<file path="src/rtl/serdes_lb_pkg.sv">
// serdes_lb_pkg
// Shared constants and helpers for the SERDES loopback traffic generator/checker.
//   K28_5      : comma character (sent with K=1 in byte 0 of each frame's first word)
//   D10_2      : idle/filler data character
//   PRBS7_SEED : LFSR value loaded at every comma
//   lb_state_e : checker lock FSM states
//   prbs7_step : one step of the x^7+x^6+1 LFSR; the new LSB is the generated bit
package serdes_lb_pkg;

  localparam logic [7:0] K28_5      = 8'hBC;
  localparam logic [7:0] D10_2      = 8'h4A;
  localparam logic [6:0] PRBS7_SEED = 7'h7F;

  typedef enum logic [1:0] {
    ST_SEARCH = 2'd0,
    ST_SYNC   = 2'd1,
    ST_LOCKED = 2'd2
  } lb_state_e;

  function automatic logic [6:0] prbs7_step(input logic [6:0] s);
    return {s[5:0], s[6] ^ s[5]};
  endfunction

endpackage

</file>
<file path="src/rtl/serdes_lb_patgen.sv">
// serdes_lb_patgen
// Frame/pattern generator. Produces one registered word per cycle:
// a comma word at frame index 0, then COMMA_PERIOD-1 data words
// (byte counter or PRBS-7). Used both as TX source and as RX expected model.
// Ports:
//   i_clk, i_rstn : clock, synchronous active-low reset
//   i_en          : generate traffic; when low an idle word is sent and the index returns to 0
//   i_restart     : force the next word to be a comma (frame restart)
//   i_inj         : request a single-bit error in the next data word (pending until used)
//   o_data        : generated word, byte 0 in bits [7:0]
//   o_charisk     : per-byte K flags
module serdes_lb_patgen #(
  parameter int BYTES        = 8,
  parameter int COMMA_PERIOD = 16,
  parameter int PATTERN      = 0
) (
  input  logic               i_clk,
  input  logic               i_rstn,
  input  logic               i_en,
  input  logic               i_restart,
  input  logic               i_inj,
  output logic [8*BYTES-1:0] o_data,
  output logic [BYTES-1:0]   o_charisk
);
  import serdes_lb_pkg::*;

  localparam int W     = 8 * BYTES;
  localparam int IDX_W = $clog2(COMMA_PERIOD);

  logic [IDX_W-1:0] r_idx;
  logic [7:0]       r_seq;
  logic [6:0]       r_lfsr;
  logic             r_injPend;

  logic [W-1:0]     w_word;
  logic [BYTES-1:0] w_k;
  logic [IDX_W-1:0] w_nextIdx;
  logic [7:0]       w_nextSeq;
  logic [6:0]       w_nextLfsr;
  logic [6:0]       w_s;
  logic             w_active;
  logic             w_comma;
  logic             w_injNow;
  logic             w_injUsed;

  // Word for the current frame index; a restart behaves exactly like index 0.
  always_comb begin
    w_active   = i_en | i_restart;
    w_comma    = i_restart | (r_idx == '0);
    w_injNow   = r_injPend | i_inj;
    w_injUsed  = 1'b0;
    w_word     = {BYTES{D10_2}};
    w_k        = '0;
    w_nextIdx  = '0;
    w_nextSeq  = r_seq;
    w_nextLfsr = r_lfsr;
    w_s        = r_lfsr;
    if (w_active && w_comma) begin
      w_word[7:0] = K28_5;
      w_k[0]      = 1'b1;
      w_nextIdx   = IDX_W'(1);
      w_nextSeq   = '0;
      w_nextLfsr  = PRBS7_SEED;
    end else if (w_active) begin
      if (PATTERN == 0) begin
        for (int k = 0; k < BYTES; k++) begin
          w_word[8*k +: 8] = r_seq + 8'(k);
        end
        w_nextSeq = r_seq + 8'(BYTES);
      end else begin
        // Bit 0 of the word is the first bit out of the LFSR.
        for (int b = 0; b < W; b++) begin
          w_s       = prbs7_step(w_s);
          w_word[b] = w_s[0];
        end
        w_nextLfsr = w_s;
      end
      if (w_injNow) begin
        w_word[0] = ~w_word[0];
        w_injUsed = 1'b1;
      end
      w_nextIdx = (r_idx == IDX_W'(COMMA_PERIOD - 1)) ? '0 : r_idx + IDX_W'(1);
    end
  end

  // Registered output and frame state; injection requests collapse until a data word takes them.
  always_ff @(posedge i_clk) begin
    if (!i_rstn) begin
      r_idx     <= '0;
      r_seq     <= '0;
      r_lfsr    <= PRBS7_SEED;
      r_injPend <= 1'b0;
      o_data    <= '0;
      o_charisk <= '0;
    end else begin
      r_idx     <= w_nextIdx;
      r_seq     <= w_nextSeq;
      r_lfsr    <= w_nextLfsr;
      r_injPend <= w_injNow & ~w_injUsed;
      o_data    <= w_word;
      o_charisk <= w_k;
    end
  end

endmodule

</file>
<file path="src/rtl/serdes_lb_trafgen.sv">
// serdes_lb_trafgen
// Loopback traffic generator and checker for the SERDES link test.
// TX: periodic K28.5 comma word followed by counter or PRBS-7 data words.
// RX: byte-lane realignment on the comma, compare against a local model,
// lock FSM (SEARCH/SYNC/LOCKED), saturating error and wrapping word counters.
// Optional feature macro: SERDES_LB_ERR_INJECT_EN adds inj_err_i.
// Ports:
//   ref_clk, rstn_i        : clock, synchronous active-low reset
//   en_i                   : enable traffic generation
//   cnt_clr_i              : clear error/word counters (wins over increment)
//   inj_err_i              : (macro only) flip bit 0 of the next TX data word
//   tx_data_o/tx_charisk_o : registered TX word and K flags
//   rx_data_i/rx_charisk_i/rx_notintable_i : returned RX word, K flags, code violations
//   locked_o, comma_pos_o  : lock status, lane in which the comma was found
//   err_o, err_cnt_o, word_cnt_o : error pulse, saturating error count, checked-word count
module serdes_lb_trafgen #(
  parameter int BYTES        = 8,
  parameter int COMMA_PERIOD = 16,
  parameter int PATTERN      = 0,
  parameter int LOCK_CNT     = 4,
  parameter int LOSS_CNT     = 4,
  parameter int ERR_CNT_W    = 32
) (
  input  logic                 ref_clk,
  input  logic                 rstn_i,
  input  logic                 en_i,
  input  logic                 cnt_clr_i,
`ifdef SERDES_LB_ERR_INJECT_EN
  input  logic                 inj_err_i,
`endif
  output logic [8*BYTES-1:0]   tx_data_o,
  output logic [BYTES-1:0]     tx_charisk_o,
  input  logic [8*BYTES-1:0]   rx_data_i,
  input  logic [BYTES-1:0]     rx_charisk_i,
  input  logic [BYTES-1:0]     rx_notintable_i,
  output logic                 locked_o,
  output logic [2:0]           comma_pos_o,
  output logic                 err_o,
  output logic [ERR_CNT_W-1:0] err_cnt_o,
  output logic [31:0]          word_cnt_o
);
  import serdes_lb_pkg::*;

  localparam int W      = 8 * BYTES;
  localparam int FW_W   = $clog2(COMMA_PERIOD);
  localparam int LOCK_W = $clog2(LOCK_CNT + 1);
  localparam int LOSS_W = $clog2(LOSS_CNT + 1);

  lb_state_e         r_state;
  lb_state_e         w_nextState;
  logic [W-1:0]      r_prevData;
  logic [BYTES-1:0]  r_prevK;
  logic [BYTES-1:0]  r_prevNit;
  logic [2:0]        r_pos;
  logic              r_err;
  logic [ERR_CNT_W-1:0] r_errCnt;
  logic [31:0]       r_wordCnt;
  logic [FW_W-1:0]   r_frameWords;
  logic [LOCK_W-1:0] r_frames;
  logic [LOSS_W-1:0] r_loss;

  logic [2*W-1:0]     w_catData;
  logic [2*BYTES-1:0] w_catK;
  logic [2*BYTES-1:0] w_catNit;
  logic [W-1:0]       w_alData;
  logic [BYTES-1:0]   w_alK;
  logic [BYTES-1:0]   w_alNit;
  logic [W-1:0]       w_expData;
  logic [BYTES-1:0]   w_expK;
  logic               w_inj;
  logic               w_hit;
  logic [2:0]         w_hitLane;
  logic               w_mismatch;
  logic               w_restart;
  logic               w_frameEnd;
  logic               w_lockedErr;

`ifdef SERDES_LB_ERR_INJECT_EN
  assign w_inj = inj_err_i;
`else
  assign w_inj = 1'b0;
`endif

  serdes_lb_patgen #(.BYTES(BYTES), .COMMA_PERIOD(COMMA_PERIOD), .PATTERN(PATTERN)) u_txGen (
    .i_clk     (ref_clk),
    .i_rstn    (rstn_i),
    .i_en      (en_i),
    .i_restart (1'b0),
    .i_inj     (w_inj),
    .o_data    (tx_data_o),
    .o_charisk (tx_charisk_o)
  );

  // Expected-pattern model: restarted on the comma, then advances once per compared word.
  serdes_lb_patgen #(.BYTES(BYTES), .COMMA_PERIOD(COMMA_PERIOD), .PATTERN(PATTERN)) u_rxModel (
    .i_clk     (ref_clk),
    .i_rstn    (rstn_i),
    .i_en      (r_state != ST_SEARCH),
    .i_restart (w_restart),
    .i_inj     (1'b0),
    .o_data    (w_expData),
    .o_charisk (w_expK)
  );

  // The comma lane found in word N puts the aligned word across words N and N+1,
  // so the aligned word is taken from {current, previous}.
  always_comb begin
    w_catData  = {rx_data_i, r_prevData};
    w_catK     = {rx_charisk_i, r_prevK};
    w_catNit   = {rx_notintable_i, r_prevNit};
    w_alData   = w_catData[{r_pos, 3'b000} +: W];
    w_alK      = w_catK[r_pos +: BYTES];
    w_alNit    = w_catNit[r_pos +: BYTES];
    w_mismatch = (w_alData != w_expData) || (w_alK != w_expK) || (w_alNit != '0);
    w_frameEnd = (r_frameWords == FW_W'(COMMA_PERIOD - 1));
    w_lockedErr = (r_state == ST_LOCKED) && w_mismatch;
  end

  // Comma search on the raw word; iterating downward leaves the lowest matching lane.
  always_comb begin
    w_hit     = 1'b0;
    w_hitLane = '0;
    for (int j = BYTES - 1; j >= 0; j--) begin
      if (rx_charisk_i[j] && (rx_data_i[8*j +: 8] == K28_5)) begin
        w_hit     = 1'b1;
        w_hitLane = 3'(j);
      end
    end
  end

  always_ff @(posedge ref_clk) begin
    if (!rstn_i) r_state <= ST_SEARCH;
    else         r_state <= w_nextState;
  end

  // Lock FSM next-state logic.
  always_comb begin
    w_nextState = r_state;
    w_restart   = 1'b0;
    unique case (r_state)
      ST_SEARCH: begin
        if (w_hit) begin
          w_nextState = ST_SYNC;
          w_restart   = 1'b1;
        end
      end
      ST_SYNC: begin
        if (w_mismatch)
          w_nextState = ST_SEARCH;
        else if (w_frameEnd && (r_frames == LOCK_W'(LOCK_CNT - 1)))
          w_nextState = ST_LOCKED;
      end
      ST_LOCKED: begin
        if (w_mismatch && (r_loss == LOSS_W'(LOSS_CNT - 1)))
          w_nextState = ST_SEARCH;
      end
      default: w_nextState = ST_SEARCH;
    endcase
  end

  // RX history, frame/loss run counters and the user-visible counters.
  always_ff @(posedge ref_clk) begin
    if (!rstn_i) begin
      r_prevData   <= '0;
      r_prevK      <= '0;
      r_prevNit    <= '0;
      r_pos        <= '0;
      r_err        <= 1'b0;
      r_errCnt     <= '0;
      r_wordCnt    <= '0;
      r_frameWords <= '0;
      r_frames     <= '0;
      r_loss       <= '0;
    end else begin
      r_prevData <= rx_data_i;
      r_prevK    <= rx_charisk_i;
      r_prevNit  <= rx_notintable_i;
      if (w_restart) r_pos <= w_hitLane;
      if ((r_state == ST_SYNC) && !w_mismatch) begin
        if (w_frameEnd) begin
          r_frameWords <= '0;
          r_frames     <= r_frames + LOCK_W'(1);
        end else begin
          r_frameWords <= r_frameWords + FW_W'(1);
        end
      end else begin
        r_frameWords <= '0;
        r_frames     <= '0;
      end
      r_loss <= w_lockedErr ? r_loss + LOSS_W'(1) : '0;
      r_err  <= w_lockedErr;
      if (cnt_clr_i)
        r_errCnt <= '0;
      else if (w_lockedErr && (r_errCnt != '1))
        r_errCnt <= r_errCnt + ERR_CNT_W'(1);
      if (cnt_clr_i)
        r_wordCnt <= '0;
      else if (r_state == ST_LOCKED)
        r_wordCnt <= r_wordCnt + 32'd1;
    end
  end

  assign locked_o    = (r_state == ST_LOCKED);
  assign comma_pos_o = r_pos;
  assign err_o       = r_err;
  assign err_cnt_o   = r_errCnt;
  assign word_cnt_o  = r_wordCnt;

endmodule

</file>
<file path="config.mk">
export PLATFORM = sky130hd
export DESIGN_NAME = serdes_lb_trafgen
export DESIGN_NICKNAME = d
export VERILOG_FILES = /design/src/rtl/serdes_lb_pkg.sv /design/src/rtl/serdes_lb_patgen.sv /design/src/rtl/serdes_lb_trafgen.sv
export SDC_FILE = /design/constraint.sdc
export NUM_CORES = 1
export LEC_CHECK = 0
export ABC_AREA = 0
export ABC_CLOCK_PERIOD_IN_PS = 3300
export CORE_MARGIN = 10
export CORE_UTILIZATION = 25
export DETAILED_ROUTE_END_ITERATION = 7
export PLACE_DENSITY = 0.42
export SETUP_SLACK_MARGIN = 0.5
export SLEW_MARGIN = 40
export SYNTH_ARGS = -nofsm -noshare
export SYNTH_HDL_FRONTEND = slang
export SYNTH_SLANG_ARGS = --single-unit
</file>
<file path="constraint.sdc">
create_clock -name ref_clk -period 3.3 [get_ports ref_clk]
set_clock_uncertainty 0.05 [all_clocks]
set_input_delay 0.495 -clock ref_clk [delete_from_list [all_inputs] [get_ports ref_clk]]
set_output_delay 0.495 -clock ref_clk [all_outputs]
set_load 0.01 [all_outputs]
</file>
==> qor.csv, run 1 <==
metric;value;unit
synthesis.area;0.01255;mm2
cts_tree;yes;
slew_headroom;0.4642;
cts_inserted_buffers;28;
maximum_number_of_pins_on_one_net_before_global_route_repair;61;
number_of_library_cell_types_mapped_by_synthesis;74;
gp_congestion;0.9260;
clk_transition_reported_paths;0.06;ns
netlist_top_cells_area;sky130_fd_sc_hd__dfxtp_1 (33%), sky130_fd_sc_hd__mux4_2 (13%), sky130_fd_sc_hd__mux2i_1 (7.2%);
finalHoldWorstSlack;0.2652;ns
fin_total_pwr;6.803;mW
place.port_buffers;211;
fp.dieArea;0.05958;mm2
criticalPathCategory;flop to flop;
avgSynthCellArea;9.348;um2
static-leakage-power;7.214;nW
clk_path_buf_depth;3;
die_h;244.1;um
critical_path.endpoint_type;flop;
drt_first_iter_violations;668;
timing.max_cap.violations;0;
fin_util;0.3772;
route.antenna.remaining_nets;0;
result_of_the_run;finished, violations left;
maxSlewViolCount;0;
maximum_fanout_along_the_worst_path;8;
vias;11780;
num_rows;82;
ys_seq_area_frac;0.3333;
worst_path_max_delay_cell;sky130_fd_sc_hd__or4_4;
timing.critical_path.buf_inv;4;
die_width;244.1;um
cp_data_arrival_time;4.21;ns
violations;negative setup slack;
min_period;3.764;ns
grt_antenna_before_repair;5;
irDropWorstVdd;0.3893;mV
cts-htree-levels;1;
grt_setup_unrepaired;true;
area_growth_syn_to_layout;49.83;%
postSynthRegisterBits;209;
synthFlopType;sky130_fd_sc_hd__dfxtp_1;
number_of_global_route_vias_before_repair;11850;
startpoint_type;flop;
drive_above_1_share;0.3082;
drt_drc_violations_left;0;
required;3.75;ns
critical-path-max-stage-delay;0.58;ns
final_min_period_over_clock_period;1.140;
gr-usage-all-layers;0.1638;
timing.final.hold_violations;0;
crit_path_cell_trace;buf_12, buf_12, mux4_2, mux2_4, nor2_4, nand3_2, a2111oi_4, buf_4, nand3_2, or4_4, or4_4, buf_8, nor3_2;
asyncSetResetFlopFracSynth;0;
power.density;361.7;mW/mm2
synth_enable_flop_cells;0;
synth.largest_area_cell;sky130_fd_sc_hd__dfxtp_1;
ios;225;
grt_overflow;0;
initial_core_util;0.2518;
synth_common_cells;sky130_fd_sc_hd__dfxtp_1 (209), sky130_fd_sc_hd__nor2_1 (140), sky130_fd_sc_hd__and2_1 (91);
max_clock_freq;0.2657;GHz
report.final.setup_viol;45;
post_drt_wl_per_cell;20.74;um
timing.hold.worst.class;input pin to flop;
vias_per_cell;4.816;
core_region_area;0.04986;mm2
clockRootBuffer;sky130_fd_sc_hd__clkbuf_16;
worst-slew-pin-transition;0.8037;ns
detail_route.first_pass.iterations;5;
antenna_cells;0;
clkLatencyLatePin;0.58;ns
grt_first_pass_wirelength;76090;um
setup_slack;-0.4636;ns
wirelength;50750;um
post_synth_inst_count;1343;
design.final.nets;1851;
numClockSinks;209;
post-synth-top-count-cell;sky130_fd_sc_hd__dfxtp_1;
dp.final_hpwl;38740;um
yosysWarningCount;0;
critPathTopFamily;simple AND/OR/NAND/NOR gates;
synth_largest_type_area_fraction;0.3333;
timing repair:
action / in CTS / in global routing
hold buffers: 0 / 0
resized for setup: 74 / 59
endpoints found under the setup margin: 62 / 58
pin swaps: 27 / 35
setup buffers: 26 / 18
gates cloned: 5 / 1
worst register-to-register path, delay by kind of cell, from the launching register on:
family | cells | cell delay (ns)
AND/OR/NAND/NOR | 6 | 1.46
flip-flops | 1 | 0.43
AO/OA/AOI/OAI | 1 | 0.36
multiplexers | 2 | 0.80
buffers and inverters | 4 | 0.60
through the flow:
step                worst slack, ns  TNS [ns]  instance area, um2  instances
floorplan                   -0.1800    -1.430               12710       1355
global placement            -0.9769    -39.86               16760       2346
detailed placement          -0.9864    -40.96               16760       2346
CTS                         -0.4385    -15.15               18390       2428
global route                -0.5242    -19.28               18810       2447
finish                      -0.4636    -14.96               18810       2447
registers in the layout, summed over array words and instances, names as in the netlist, 5 cells and up:
name,cells
err_cnt_o,32
r_prevData,64
r_prevK,8
r_prevNit,8
u_rxModel.o_data,15
u_rxModel.r_seq,5
u_txGen.o_data,14
u_txGen.r_seq,5
word_cnt_o,32
logic make-up (layout without fill, tap and decap cells):
group                      after synthesis  in the layout  synth area share
and+or+nand+nor                        551            552            0.2323
DFF                                    209            209            0.3333
muxes                                  188            188            0.2245
buffers and inverters                  169            588           0.07614
AOI/OAI and AO/OA                      161            161           0.08491
xor gates and xnor gates                51             51           0.03558
adders and majority gates               13             13           0.01296
other                                    1             13         0.0002987
metal layers:
layer / routed length [um] / GRT usage
met1: 22070 / 0.2098
met2: 23480 / 0.2636
met3: 2965 / 0.03652
met4: 2180 / 0.06502
met5: 57 / 0
worst paths after layout:
kind	startpoint	cells past startpoint	endpoint	slack, ns
worst max-delay path	comma_pos_o[1]$_SDFFE_PN0P_	13	r_frameWords[0]$_SDFF_PP0_	-0.46
worst min-delay path	rx_data_i[30]	4	r_prevData[30]$_SDFF_PN0_	0.27
worst max register to register	comma_pos_o[1]$_SDFFE_PN0P_	13	r_frameWords[0]$_SDFF_PP0_	-0.46
worst min register to register	r_loss[0]$_SDFF_PN0_	1	r_loss[0]$_SDFF_PN0_	0.37
area by class of cell:
| type | count | area [um2] |
|---|---|---|
| clock inverters | 19 | 222.7 |
| fillers | 5012 | 31050 |
| multi-input cells | 978 | 7929 |
| flip-flops and latches | 209 | 4197 |
| well taps | 672 | 840.8 |
| repair buffers | 503 | 4728 |
| clock buffers | 32 | 755.7 |
| inverters | 34 | 137.6 |
report_power, final:
| part | switching (mW) | internal (mW) |
|---|---|---|
| Clock | 1.30 | 1.95 |
| Combinational | 0.417 | 0.484 |
| Sequential | 0.0569 | 2.59 |
layout by cell type, fill, tap and decap left out, types with 13 or more instances in the layout:
cell type,n
sky130_fd_sc_hd__clkdlybuf4s50_1,209
sky130_fd_sc_hd__dfxtp_1,205
sky130_fd_sc_hd__buf_6,19
sky130_fd_sc_hd__nor2_1,138
sky130_fd_sc_hd__inv_1,29
sky130_fd_sc_hd__nand4_1,34
sky130_fd_sc_hd__a21oi_1,43
sky130_fd_sc_hd__nor3_1,21
sky130_fd_sc_hd__mux4_2,72
sky130_fd_sc_hd__conb_1,13
sky130_fd_sc_hd__buf_12,20
sky130_fd_sc_hd__and2_1,91
sky130_fd_sc_hd__or3_1,13
sky130_fd_sc_hd__nand2_1,80
sky130_fd_sc_hd__xnor2_1,27
sky130_fd_sc_hd__mux2_2,21
sky130_fd_sc_hd__mux2i_1,83
sky130_fd_sc_hd__and3_1,22
sky130_fd_sc_hd__clkbuf_16,29
sky130_fd_sc_hd__xor2_1,23
sky130_fd_sc_hd__buf_4,246
sky130_fd_sc_hd__or2_2,19
sky130_fd_sc_hd__o21ai_0,19
sky130_fd_sc_hd__ha_1,13
sky130_fd_sc_hd__nand3_1,34
Power figures use the tool's default switching activity.
==> inputs of run 2 (changes only) <==
--- a/config.mk
+++ b/config.mk
@@ -9,6 +9,7 @@
 export ABC_CLOCK_PERIOD_IN_PS = 3300
 export CORE_MARGIN = 10
 export CORE_UTILIZATION = 25
+export CTS_CLUSTER_SIZE = 25
 export DETAILED_ROUTE_END_ITERATION = 7
 export PLACE_DENSITY = 0.42
 export SETUP_SLACK_MARGIN = 0.5
==> results of run 2 <==
Final layout, timing and power as in run 1 (identical DEF).
==> inputs of run 3 (changes only) <==
--- a/config.mk
+++ b/config.mk
@@ -7,13 +7,17 @@
 export LEC_CHECK = 0
 export ABC_AREA = 0
 export ABC_CLOCK_PERIOD_IN_PS = 3300
+export CELL_PAD_IN_SITES_DETAIL_PLACEMENT = 1
+export CELL_PAD_IN_SITES_GLOBAL_PLACEMENT = 1
 export CORE_MARGIN = 10
 export CORE_UTILIZATION = 25
 export CTS_CLUSTER_SIZE = 25
 export DETAILED_ROUTE_END_ITERATION = 7
-export PLACE_DENSITY = 0.42
+export PLACE_DENSITY = 0.52
 export SETUP_SLACK_MARGIN = 0.5
+export SKIP_LAST_GASP = 1
 export SLEW_MARGIN = 40
 export SYNTH_ARGS = -nofsm -noshare
 export SYNTH_HDL_FRONTEND = slang
+export SYNTH_HIERARCHICAL = 1
 export SYNTH_SLANG_ARGS = --single-unit
==> qor.csv, run 3 <==
metric;value;unit;change
worst-slew-pin-transition;0.6711;ns;-0.1326 ns
synthesis.area;0.01334;mm2;+6.3%
clk_path_buf_depth;3;;unchanged
synth.largest_area_cell;sky130_fd_sc_hd__dfxtp_1;;
vias;12400;;+5.2%
wirelength;55310;um;+9.0%
detail_route.first_pass.iterations;5;;unchanged
criticalPathCategory;flop to flop;;
maximum_number_of_pins_on_one_net_before_global_route_repair;50;;-18%
mostFrequentLayoutCell;sky130_fd_sc_hd__buf_4;;
ios;225;;unchanged
gr-usage-all-layers;0.1672;;+0.003374
design.final.nets;1899;;+2.6%
startpoint_type;flop;;
drt_first_iter_violations;662;;-0.90%
num-fill-cells;5997;;+20%
synth_common_cells;sky130_fd_sc_hd__dfxtp_1 (210), sky130_fd_sc_hd__buf_4 (131), sky130_fd_sc_hd__mux2i_1 (121);;
timing.hold.worst.class;input pin to flop;;
yosysWarningCount;6;;+6
finalHoldWorstSlack;0.1874;ns;-0.07777 ns
min_period;3.665;ns;-0.09858 ns
fin_util;0.3619;;-0.01530
power.density;365.3;mW/mm2;+1.0%
layout.cells.most_common_list;sky130_fd_sc_hd__buf_4 (246), sky130_fd_sc_hd__clkdlybuf4s50_1 (209), sky130_fd_sc_hd__dfxtp_1 (206);;
die_h;251.0;um;+2.8%
worst_path_max_delay_cell;sky130_fd_sc_hd__dfxtp_4;;
synth_largest_type_area_fraction;0.3151;;-0.01819
crit_path_cell_trace;buf_12, buf_12, buf_12, buf_4, mux2i_1, mux4_2, xor2_1, nand4_1, nor4_4, nand4_1, nor3_4, buf_6, buf_16, buf_12, or3_1, a21oi_1;;
timing.final.hold_violations;0;;unchanged
grt_first_pass_wirelength;82840;um;+8.9%
grt_antenna_before_repair;2;;-3
dp.final_hpwl;42670;um;+10%
clkLatencyLatePin;0.57;ns;about the same
die_width;251.0;um;+2.8%
static-leakage-power;7.013;nW;-2.8%
numClockSinks;210;;+0.48%
critical-path-max-stage-delay;0.44;ns;-0.14 ns
fp.dieArea;0.06301;mm2;+5.8%
initial_core_util;0.2534;;+0.001616
max_flop_register;r_prevData;;
drt_drc_violations_left;0;;unchanged
number_of_flip_flops_in_the_largest_register;64;;unchanged
netlist_top_cells_area;sky130_fd_sc_hd__dfxtp_1 (32%), sky130_fd_sc_hd__mux2i_1 (9.1%), sky130_fd_sc_hd__mux4_2 (7.8%);;
ff_latch_area;0.004214;mm2;+0.42%
critical_path.endpoint_type;flop;;
ys_seq_area_frac;0.3151;;-0.01819
vias_per_cell;4.938;;+2.5%
cp_data_arrival_time;4.03;ns;-0.18 ns
maximum_fanout_along_the_worst_path;5;;-3
clockRootBuffer;sky130_fd_sc_hd__clkbuf_16;;
clk_transition_reported_paths;0.06;ns;about the same
grt_setup_unrepaired;true;;
avgSynthCellArea;9.234;um2;-1.2%
number_of_library_cell_types_mapped_by_synthesis;82;;+11%
number_of_global_route_vias_before_repair;13090;;+10%
multi_input_area;0.008277;mm2;+4.4%
violations;negative setup slack;;
gp_congestion;0.9018;;-2.6%
asyncSetResetFlopFracSynth;0;;unchanged
cts-htree-levels;1;;unchanged
post_drt_wl_per_cell;22.03;um;+6.2%
maxSlewViolCount;0;;unchanged
drive_above_1_share;0.2666;;-0.04158
setup_slack;-0.3650;ns;+0.09858 ns
post-synth-top-count-cell;sky130_fd_sc_hd__dfxtp_1;;
report.final.setup_viol;45;;unchanged
cts_inserted_buffers;28;;unchanged
result_of_the_run;finished, violations left;;
synth_enable_flop_cells;0;;unchanged
antenna_cells;0;;unchanged
synthFlopType;sky130_fd_sc_hd__dfxtp_1;;
place.port_buffers;211;;unchanged
max_clock_freq;0.2729;GHz;+2.7%
route.antenna.remaining_nets;0;;unchanged
required;3.66;ns;-0.09 ns
final_min_period_over_clock_period;1.111;;-0.02987
slew_headroom;0.5521;;+0.08793
cts_tree;yes;;
core_region_area;0.05266;mm2;+5.6%
num_rows;84;;+2.4%
irDropWorstVdd;0.3498;mV;-10%
post_synth_inst_count;1445;;+7.6%
path_common_cell;sky130_fd_sc_hd__buf_12;;
grt_overflow;0;;unchanged
postSynthRegisterBits;210;;+0.48%
area_growth_syn_to_layout;42.84;%;
timing.max_cap.violations;0;;unchanged
run 3: cell types whose count changed after synthesis, sizes merged, moves of 16 or more:
cell | before | now
o22ai | 9 | 26
buf | 103 | 162
mux2i | 90 | 121
nor2 | 140 | 80
or2 | 19 | 3
mux4 | 72 | 46
xor2 | 23 | 43
nand2 | 82 | 66
a22oi | 4 | 24
run 3: worst paths after layout:
path | to | slack (ns) | startpoint | depth (start not counted)
max reg2reg | err_cnt_o[21]$_SDFFE_PP0P_ | -0.36 | comma_pos_o[1]$_SDFFE_PN0P_ | 16
min | u_txGen/o_data[57]$_SDFF_PN0_ | 0.19 | rstn_i | 1
max | err_cnt_o[21]$_SDFFE_PP0P_ | -0.36 | comma_pos_o[1]$_SDFFE_PN0P_ | 16
min reg2reg | r_loss[0]$_SDFF_PN0_ | 0.39 | r_loss[0]$_SDFF_PN0_ | 1
run 3: cell families after synthesis:
| family | synth area share |
|---|---|
| simple gates | 0.2157 |
| compound gates | 0.1092 |
| buf+inv | 0.1040 |
| flops | 0.3151 |
| mux | 0.1878 |
| xor+xnor | 0.05514 |
| fa+ha+maj | 0.01219 |
| other cells | 0.0008439 |
run 3: repair_timing:
item | in CTS | in global routing
endpoints found under the setup margin | 65 | 66
pin swaps | 13 | 42
cloned | 3 | 4
hold buffers | 0 | 0
resized for setup | 37 | 60
setup buffers | 18 | 0
run 3: layout make-up:
| type | count | area share |
|---|---|---|
| Timing Repair Buffer | 488 | 0.2395 |
| Multi-Input combinational cell | 1046 | 0.4343 |
| Clock inverter | 11 | 0.009913 |
| Clock buffer | 40 | 0.04445 |
| Sequential cell | 210 | 0.2211 |
| Tap cell | 688 | 0.04517 |
| Inverter | 28 | 0.005580 |
run 3: power breakdown:
part / leakage, nW / total (mW) / switching (mW) / internal (mW)
clock: 0.506 / 3.43 / 1.27 / 2.16
combinational: 4.78 / 0.864 / 0.418 / 0.446
sequential: 1.72 / 2.67 / 0.0633 / 2.60
total: 7.01 / 6.96 / 1.75 / 5.21
run 3: worst max-delay path, delay by kind of cell, from the launching register on:
kind,cells,cell delay [ns]
compound gates,1,0.06
flops,1,0.44
mux,2,0.55
xor+xnor,1,0.33
buf+inv,7,0.88
simple gates,5,1.20
run 3: stage by stage:
stage,setup slack (ns),area [um2],setup TNS [ns],power (mW),std cells
finish,-0.3650,19060,-13.76,6.963,2511
global route,-0.5235,19060,-20.85,7.266,2511
CTS,-0.3583,18710,-12.84,7.063,2507
detailed placement,-0.7952,17280,-37.44,3.551,2435
global placement,-0.7438,17280,-34.55,3.544,2435
floorplan,0.2516,13650,0,3.126,1477
run 3: per-layer routing:
layer | track usage | up-vias | share of wire
met5 | 0 | - | 0.00024
li1 | - | 5850 | -
met4 | 0.04768 | 2 | 0.028
met2 | 0.2738 | 283 | 0.47
met1 | 0.2147 | 6186 | 0.45
met3 | 0.03960 | 78 | 0.051
